--- config.mk ---
export PLATFORM = sky130hd
export DESIGN_NAME = intersection_ctrl
export DESIGN_NICKNAME = d
export VERILOG_FILES = /design/src/rtl/intersection_ctrl.sv
export SDC_FILE = /design/constraint.sdc
export NUM_CORES = 1
export LEC_CHECK = 0
export ABC_AREA = 0
export BUFFER_PORTS_ARGS = -buffer_cell sky130_fd_sc_hd__buf_4
export CAP_MARGIN = 10
export CORE_UTILIZATION = 40
export CTS_CLUSTER_SIZE = 28
export DETAILED_ROUTE_END_ITERATION = 6
export GPL_TIMING_DRIVEN = 0
export PLACE_DENSITY_LB_ADDON = 0.12
export SLEW_MARGIN = 15
export SYNTH_ARGS = -nofsm -noshare
export SYNTH_HDL_FRONTEND = slang
export SYNTH_SLANG_ARGS = --single-unit
--- constraint.sdc ---
create_clock -name clk_i -period 3.2 [get_ports clk_i]
set_clock_uncertainty 0.15 [all_clocks]
set_input_delay 0.32 -clock clk_i [delete_from_list [all_inputs] [get_ports clk_i]]
set_output_delay 0.32 -clock clk_i [all_outputs]
set_load 0.05 [all_outputs]
--- src/rtl/intersection_ctrl.sv ---
// Two-way intersection sequencer: one FSM drives both lamp sets, so both directions can never be non-red at once.
// Green time follows synchronized request flags, bounded by minimum and maximum greens, yellow and all-red intervals.
module intersection_ctrl #(
    parameter int unsigned TICK_DIV  = 50_000_000,
    parameter int unsigned GREEN_MIN = 5,
    parameter int unsigned GREEN_MAX = 20,
    parameter int unsigned YELLOW_T  = 3,
    parameter int unsigned ALL_RED_T = 1
) (
    input  logic clk_i,
    input  logic rst_i,
    input  logic req1_i,
    input  logic req2_i,
    output logic red1_o,
    output logic yellow1_o,
    output logic green1_o,
    output logic red2_o,
    output logic yellow2_o,
    output logic green2_o,
    output logic busy1_o,
    output logic busy2_o
);

    localparam int unsigned TICK_W = (TICK_DIV > 1) ? $clog2(TICK_DIV) : 1;
    localparam int unsigned T_MAX0 = (GREEN_MAX > YELLOW_T) ? GREEN_MAX : YELLOW_T;
    localparam int unsigned T_MAX  = (T_MAX0 > ALL_RED_T) ? T_MAX0 : ALL_RED_T;
    localparam int unsigned T_W    = $clog2(T_MAX + 1);

    localparam logic [TICK_W-1:0] TICK_LAST = TICK_W'(TICK_DIV - 1);
    localparam logic [T_W:0]      GMIN_N    = (T_W + 1)'(GREEN_MIN);
    localparam logic [T_W:0]      GMAX_N    = (T_W + 1)'(GREEN_MAX);
    localparam logic [T_W:0]      YEL_N     = (T_W + 1)'(YELLOW_T);
    localparam logic [T_W:0]      AR_N      = (T_W + 1)'(ALL_RED_T);

    typedef enum logic [2:0] {
        ST_ALLRED2 = 3'd0,
        ST_GREEN1  = 3'd1,
        ST_YELLOW1 = 3'd2,
        ST_ALLRED1 = 3'd3,
        ST_GREEN2  = 3'd4,
        ST_YELLOW2 = 3'd5
    } state_t;

    state_t            state_q, state_d;
    logic [TICK_W-1:0] tick_cnt_q, tick_cnt_d;
    logic [T_W-1:0]    t_q, t_d;
    logic              pending1_q, pending1_d;
    logic              pending2_q, pending2_d;
    logic              req1_meta_q, req1_meta_d, req1_sync_q, req1_sync_d;
    logic              req2_meta_q, req2_meta_d, req2_sync_q, req2_sync_d;

    logic              tick;
    logic              changed;
    logic [T_W:0]      n;

    always_ff @(posedge clk_i or negedge rst_i) begin
        if (!rst_i) begin
            state_q     <= ST_ALLRED2;
            tick_cnt_q  <= '0;
            t_q         <= '0;
            pending1_q  <= 1'b0;
            pending2_q  <= 1'b0;
            req1_meta_q <= 1'b0;
            req1_sync_q <= 1'b0;
            req2_meta_q <= 1'b0;
            req2_sync_q <= 1'b0;
        end else begin
            state_q     <= state_d;
            tick_cnt_q  <= tick_cnt_d;
            t_q         <= t_d;
            pending1_q  <= pending1_d;
            pending2_q  <= pending2_d;
            req1_meta_q <= req1_meta_d;
            req1_sync_q <= req1_sync_d;
            req2_meta_q <= req2_meta_d;
            req2_sync_q <= req2_sync_d;
        end
    end

    always_comb begin
        req1_meta_d = req1_i;
        req1_sync_d = req1_meta_q;
        req2_meta_d = req2_i;
        req2_sync_d = req2_meta_q;

        tick    = (tick_cnt_q == TICK_LAST);
        n       = {1'b0, t_q} + 1'b1;
        state_d = state_q;

        case (state_q)
            ST_ALLRED2: if (tick && n == AR_N) state_d = ST_GREEN1;
            ST_GREEN1:  if (tick && ((n >= GMIN_N && pending2_q) || n == GMAX_N)) state_d = ST_YELLOW1;
            ST_YELLOW1: if (tick && n == YEL_N) state_d = ST_ALLRED1;
            ST_ALLRED1: if (tick && n == AR_N) state_d = ST_GREEN2;
            ST_GREEN2:  if (tick && ((n >= GMIN_N && pending1_q) || n == GMAX_N)) state_d = ST_YELLOW2;
            ST_YELLOW2: if (tick && n == YEL_N) state_d = ST_ALLRED2;
            default:    state_d = ST_ALLRED2;
        endcase

        // Any state change (including recovery from an illegal code) restarts both timers.
        changed    = (state_d != state_q);
        tick_cnt_d = (changed || tick) ? '0 : tick_cnt_q + 1'b1;
        if (changed)   t_d = '0;
        else if (tick) t_d = n[T_W-1:0];
        else           t_d = t_q;

        pending1_d = pending1_q | (req1_sync_q && state_q != ST_GREEN1);
        pending2_d = pending2_q | (req2_sync_q && state_q != ST_GREEN2);
        if (state_d == ST_GREEN1 && state_q != ST_GREEN1) pending1_d = 1'b0;
        if (state_d == ST_GREEN2 && state_q != ST_GREEN2) pending2_d = 1'b0;
    end

    always_comb begin
        red1_o    = 1'b1;
        yellow1_o = 1'b0;
        green1_o  = 1'b0;
        red2_o    = 1'b1;
        yellow2_o = 1'b0;
        green2_o  = 1'b0;
        case (state_q)
            ST_GREEN1:  begin red1_o = 1'b0; green1_o  = 1'b1; end
            ST_YELLOW1: begin red1_o = 1'b0; yellow1_o = 1'b1; end
            ST_GREEN2:  begin red2_o = 1'b0; green2_o  = 1'b1; end
            ST_YELLOW2: begin red2_o = 1'b0; yellow2_o = 1'b1; end
            default:    ;
        endcase
    end

    assign busy1_o = pending1_q;
    assign busy2_o = pending2_q;

endmodule

== Yosys cells after proc, flatten, opt, wreduce, memory -nomap -nowiden ==
Cells that the tools add are included.

* $add $sub $neg: 2
* $lt $le $gt $ge: 1
* Equal/unequal tests: 14
* Multiplexer cells: 18
* Bitwise gates (word level): 2
* Reductions and logical operators: 17

{| class="wikitable"
|+ Operators by type and width
! kind !! number
|-
| $add A26 B1 Y26 const B || 1
|-
| $eq A26 B26 Y1 const B || 1
|-
| $mux W26 || 1
|-
| $mux W3 || 6
|-
| $pmux W3 S6 || 1
|-
| $logic_and A1 B1 Y1 || 10
|-
| $mux W5 || 2
|-
| $eq A3 B3 Y1 const B || 3
|-
| $mux W1 || 8
|-
| $add A5 B1 Y6 const B || 1
|-
| $eq A3 B1 Y1 const B || 2
|-
| $eq A3 B2 Y1 const B || 2
|-
| $eq A6 B1 Y1 const B || 1
|-
| $eq A6 B2 Y1 const B || 1
|-
| $eq A6 B5 Y1 const B || 1
|-
| $ge A6 B3 Y1 const B || 1
|-
| $reduce_or A2 Y1 || 2
|-
| $logic_not A3 Y1 || 1
|-
| $logic_or A1 B1 Y1 || 3
|-
| $ne A3 B1 Y1 const B || 1
|-
| $ne A3 B3 Y1 || 1
|-
| $ne A3 B3 Y1 const B || 1
|-
| $or A1 B1 Y1 || 2
|-
| $reduce_bool A2 Y1 || 1
|}

* Bits in registers: 40
* Input bits: 4
* Output and inout port bits: 8
* Word-level logic and storage cells: 63

== Logic depth before layout (Yosys ltp) ==
* Word-level depth: 10
* Mapped depth: 9
* Mapped depth without buffers: 9

== Worst setup path before layout ==
OpenSTA, ideal clock, no wires.

* Path type: register to output
* Start point: reg state_q[0]
* End point: out red1_o
* Arrival: 2.568 ns
* Data required time: 2.730 ns
* Setup slack: 0.162 ns
* Stages on the path, launching flop included: 6
* Path buffers: 2
* Cell sequence: dfrtp_1 clkbuf_1 inv_1 clkbuf_1 nor3_1 nor2_1

* Cells in the longest elaborated chain, start to end: 3
* Elaborated cells on any way between the ends: 4
* Classes of those cells: 2 x eq/ne; 1 x mux; 1 x reduce/logical

{| class="wikitable"
|+ RTL lines
! element !! line !! RTL
|-
| from (decl) || 44 || <nowiki>state_t state_q, state_d;</nowiki>
|-
| from (signal assigned) || 68 || <nowiki>state_q <= state_d;</nowiki>
|-
| $eq A3 B2 Y1 or $eq A3 B1 Y1 (tied branches) || 120 || <nowiki>case (state_q)</nowiki>
|-
| $reduce_or A2 Y1 (no source line) (*) || -- ||
|-
| $mux W1 (*) || 120 ||
|-
| to (decl) || 14 || <nowiki>output logic red1_o,</nowiki>
|}

Mark *: on every way between the ends. The rest lies on a longest branch, timed or not.

== Worst setup path after layout ==
* Start point: reg t_q[0]
* End point: reg t_q[2]

* Cells in the longest elaborated chain, start to end: 9
* Elaborated cells on any way between the ends: 24
* Classes of those cells: 1 x add/sub; 1 x order compare; 4 x eq/ne; 9 x mux; 9 x reduce/logical

{| class="wikitable"
|+ RTL lines
! element !! line !! RTL
|-
| from (decl) || 46 || <nowiki>logic [T_W-1:0] t_q, t_d;</nowiki>
|-
| from (signal assigned) || 70 || <nowiki>t_q <= t_d;</nowiki>
|-
| $add A5 B1 Y6 (*) || 87 || <nowiki>n = {1'b0, t_q} + 1'b1;</nowiki>
|-
| $ge A6 B3 Y1 || 92, 95 ||
|-
| $logic_and A1 B1 Y1, on equally long branches || 95, 92 ||
|-
| $logic_or A1 B1 Y1, on equally long branches || 95, 92 ||
|-
| $logic_and A1 B1 Y1, on equally long branches || 95, 92 ||
|-
| $mux W3, on equally long branches || 95, 92 ||
|-
| $pmux W3 S6 (*) || 90 || <nowiki>case (state_q)</nowiki>
|-
| via state_d[0] || 44 ||
|-
| $ne A3 B3 Y1 (*) || 101 || <nowiki>changed = (state_d != state_q);</nowiki>
|-
| $mux W5 or $reduce_bool A2 Y1 (tied branches) || -- ||
|}

Mark *: on every way through the listed nets, which the timed path passes. The rest lies on a longest branch. The select of a mux whose other input is x is not followed.
A chain may end at the register's enable or synchronous reset.

==> insert_results.sql <==
INSERT INTO impl_metrics (metric_group, metric, value, unit) VALUES
('final_layout', 'antennaDiodeCount', '0', ''),
('timing', 'grt_setup_unrepaired', 'false', ''),
('clock_tree', 'clock_sinks', '40', ''),
('placed_design', 'port_buffers', '11', ''),
('synth', 'synth-adder-area-share', '0.02955', ''),
('status', 'outcome', 'finished clean', ''),
('route', 'via_per_inst', '5.053', ''),
('critical_path', 'criticalPathCategory', 'register to register', ''),
('route', 'drt-total-wl', '4064', 'um'),
('synth', 'postSynthAreaPerCell', '9.285', 'um^2'),
('synth', 'ys_seq_elements', '40', ''),
('critical_path', 'reg2reg_to', 't_q[2]', ''),
('synth', 'synth_compound_area_frac', '0.1017', ''),
('critical_path', 'reg2reg_depth', '8', ''),
('final_layout', 'final_layout_size_suffix_gt1_frac', '0.1000', ''),
('timing', 'fin_tns_setup', '0', 'ns'),
('floorplanning', 'die_w', '74.75', 'um'),
('clock_tree', 'post_cts_buffers', '0', ''),
('floorplanning', 'boundaryPins', '12', ''),
('clock_tree', 'htreeDepth', '2', ''),
('critical_path', 'timing.critical_path.to', 't_q[2]', ''),
('synth', 'synth_edf_count', '0', ''),
('route', 'dr.pass1.iters', '4', ''),
('clock_tree', 'root_cell_of_the_clock_tree', 'clkbuf_8', ''),
('route', 'drt-initial-drc-count', '70', ''),
('timing', 'relSlewSlack', '0.5709', ''),
('clock_tree', 'numCtsBuffers', '5', ''),
('synth', 'synth_fp_nets', '237', ''),
('placed_design', 'place.detailed.hpwl', '2867', 'um'),
('synth', 'synth.distinct_cells', '38', ''),
('power', 'power.density', '363.1', 'nW/um^2'),
('timing', 'final_hold_viol_count', '0', ''),
('clock_tree', 'cts_buffer_depth', '2', ''),
('timing', 'final-max-slew-violation-count', '0', ''),
('synth', 'synth.area.mux_share', '0.01418', ''),
('global_routing', 'grt_pass1_wl', '6831', 'um'),
('clock_tree', 'clkSlewWorstSetupHoldPaths', '0.08', 'ns'),
('floorplanning', 'fp.coreArea', '5107', 'um^2'),
('clock_tree', 'cts_hold_repair.buffers', '3', ''),
('critical_path', 'cp-startpoint', 't_q[0]', ''),
('power', 'ir_worst_vdd', '0.2307', 'mV'),
('timing', 'post-route-worst-setup-slack', '0.5741', 'ns'),
('critical_path', 'worst_ep_required_time', '3.19', 'ns'),
('global_routing', 'number_of_global_route_vias_before_repair', '1482', ''),
('floorplanning', 'starting_density_of_the_core', '0.4145', ''),
('synth', 'dominant_combinational_cell_family_by_area_after_synthesis', 'simple AND/OR/NAND/NOR gates', ''),
('clock_tree', 'tritoncts', 'built', ''),
('global_routing', 'initial_antenna_violation_count', '0', ''),
('global_routing', 'track_usage', '0.1644', ''),
('clock_tree', 'clk-insertion-delay-late', '0.29', 'ns'),
('placed_design', 'routabilityCongestion', '0.7956', ''),
('critical_path', 'critPathMaxFanout', '8', ''),
('floorplanning', 'dieHeight', '74.75', 'um'),
('critical_path', 'reg_to_reg_start', 't_q[0]', ''),
('synth', 'synth-async-reset-ratio', '1.000', ''),
('clock_tree', 'post_cts.resized_instances', '0', ''),
('job', 'drv_cap', '0', ''),
('final_layout', 'mostFrequentLayoutCells', 'nor2_1, dfrtp_1, nand2_1', ''),
('synth', 'post_synth_inst_count', '228', ''),
('synth', 'yosys_warnings', '0', ''),
('timing', 'whs', '0.2096', 'ns'),
('timing', 'timing.final.crit_period', '2.626', 'ns'),
('critical_path', 'start_kind', 'register', ''),
('critical_path', 'crit_arrival', '2.61', 'ns'),
('floorplanning', 'placementRows', '26', ''),
('route', 'post-route-drc-count', '0', ''),
('critical_path', 'cp-end-kind', 'register', ''),
('timing', 'fmax', '380.8', 'MHz'),
('synth', 'seq_area_frac_synth', '0.4728', ''),
('synth', 'syn_area', '2117', 'um^2'),
('timing', 'worst_slew_pin_tran', '0.6436', 'ns');
==> stage by stage <==
stage / instance area [um^2] / power, mW / cells / utilization
after floorplan: 2117 / 0.5184 / 228 / -
after global placement: 2287 / 0.5316 / 309 / 0.4478
after detailed placement: 2287 / 0.5321 / 309 / 0.4478
after CTS: 2411 / 0.8895 / 320 / 0.4721
after global routing: 2411 / 0.9132 / 320 / 0.4721
final: 2411 / 0.8754 / 320 / 0.4721
==> worst min path at each step <==
stage                startpoint             to  depth (start not counted)
global route        req2_meta_q    req2_sync_q                          0
floorplan                 rst_i        busy1_o                          0
CTS                 req1_meta_q    req1_sync_q                          0
finish              req1_meta_q    req1_sync_q                          0
detailed placement        rst_i  tick_cnt_q[5]                          1
global placement          rst_i  tick_cnt_q[5]                          1
==> state kept, by name, indices dropped and copies added (netlist names) <==
name	cells
tick_cnt_q	26
t_q	5
state_q	3
busy1_o	1
busy2_o	1
req1_meta_q	1
req1_sync_q	1
req2_meta_q	1
req2_sync_q	1
==> kinds of logic after synthesis <==
group,after synthesis
adders and majority gates,5
muxes,3
buffers and inverters,17
DFF,40
AOI/OAI and AO/OA,32
and+or+nand+nor,106
xor gates and xnor gates,25
==> report_power, final <==
| group | leakage [nW] | internal, mW | switching, mW |
|---|---|---|---|
| sequential | 0.525 | 0.508 | 0.000696 |
| clock | 0.0445 | 0.175 | 0.177 |
| combinational | 0.499 | 0.00483 | 0.0103 |
==> worst max-delay path, cell delays in order (launching register included) <==
cell and delay (ns):
dfrtp_1 0.47, ha_1 0.32, and3b_1 0.23, o41ai_1 0.35
o211ai_1 0.22, o211ai_1 0.19, mux2i_1 0.10, o211ai_2 0.31
a211oi_1 0.14
==> metal layers <==
layer	vias to the layer above	global-route usage	share of wire
met5	-	0	0
met1	767	0.2046	0.48
met4	0	0.05660	0.0069
met2	23	0.2763	0.48
li1	825	-	-
met3	2	0.04418	0.027
==> Yosys cell counts (2+ instances only) <==
master / number / area [um^2]
and3_1: 7 / 43.79
ha_1: 5 / 62.56
o211ai_1: 2 / 15.01
dfrtp_1: 40 / 1001
xnor2_1: 11 / 96.34
nand2_1: 22 / 82.58
xor2_1: 14 / 122.6
a31oi_1: 2 / 12.51
nor3_1: 5 / 25.02
buf_2: 2 / 10.01
clkbuf_1: 4 / 15.01
a21oi_1: 6 / 30.03
mux2i_1: 3 / 30.03
nand3_1: 10 / 50.05
or3_1: 3 / 18.77
and4_1: 2 / 17.52
nand4_1: 10 / 62.56
inv_1: 10 / 37.54
o21ai_0: 7 / 35.03
nor2_1: 40 / 150.1
a211oi_1: 5 / 37.54
and3b_1: 2 / 17.52
==> cell type report <==
| type | instances | area (um^2) |
|---|---|---|
| plain buffers | 7 | 32.53 |
| clock inverters | 1 | 7.507 |
| inverters | 10 | 37.54 |
| repair buffers | 14 | 112.6 |
| flip-flops and latches | 40 | 1001 |
| well taps | 70 | 87.58 |
| fillers | 518 | 2696 |
| multi-input cells | 171 | 1046 |
| clock buffers | 7 | 86.33 |
Power figures use the tool's default switching activity.
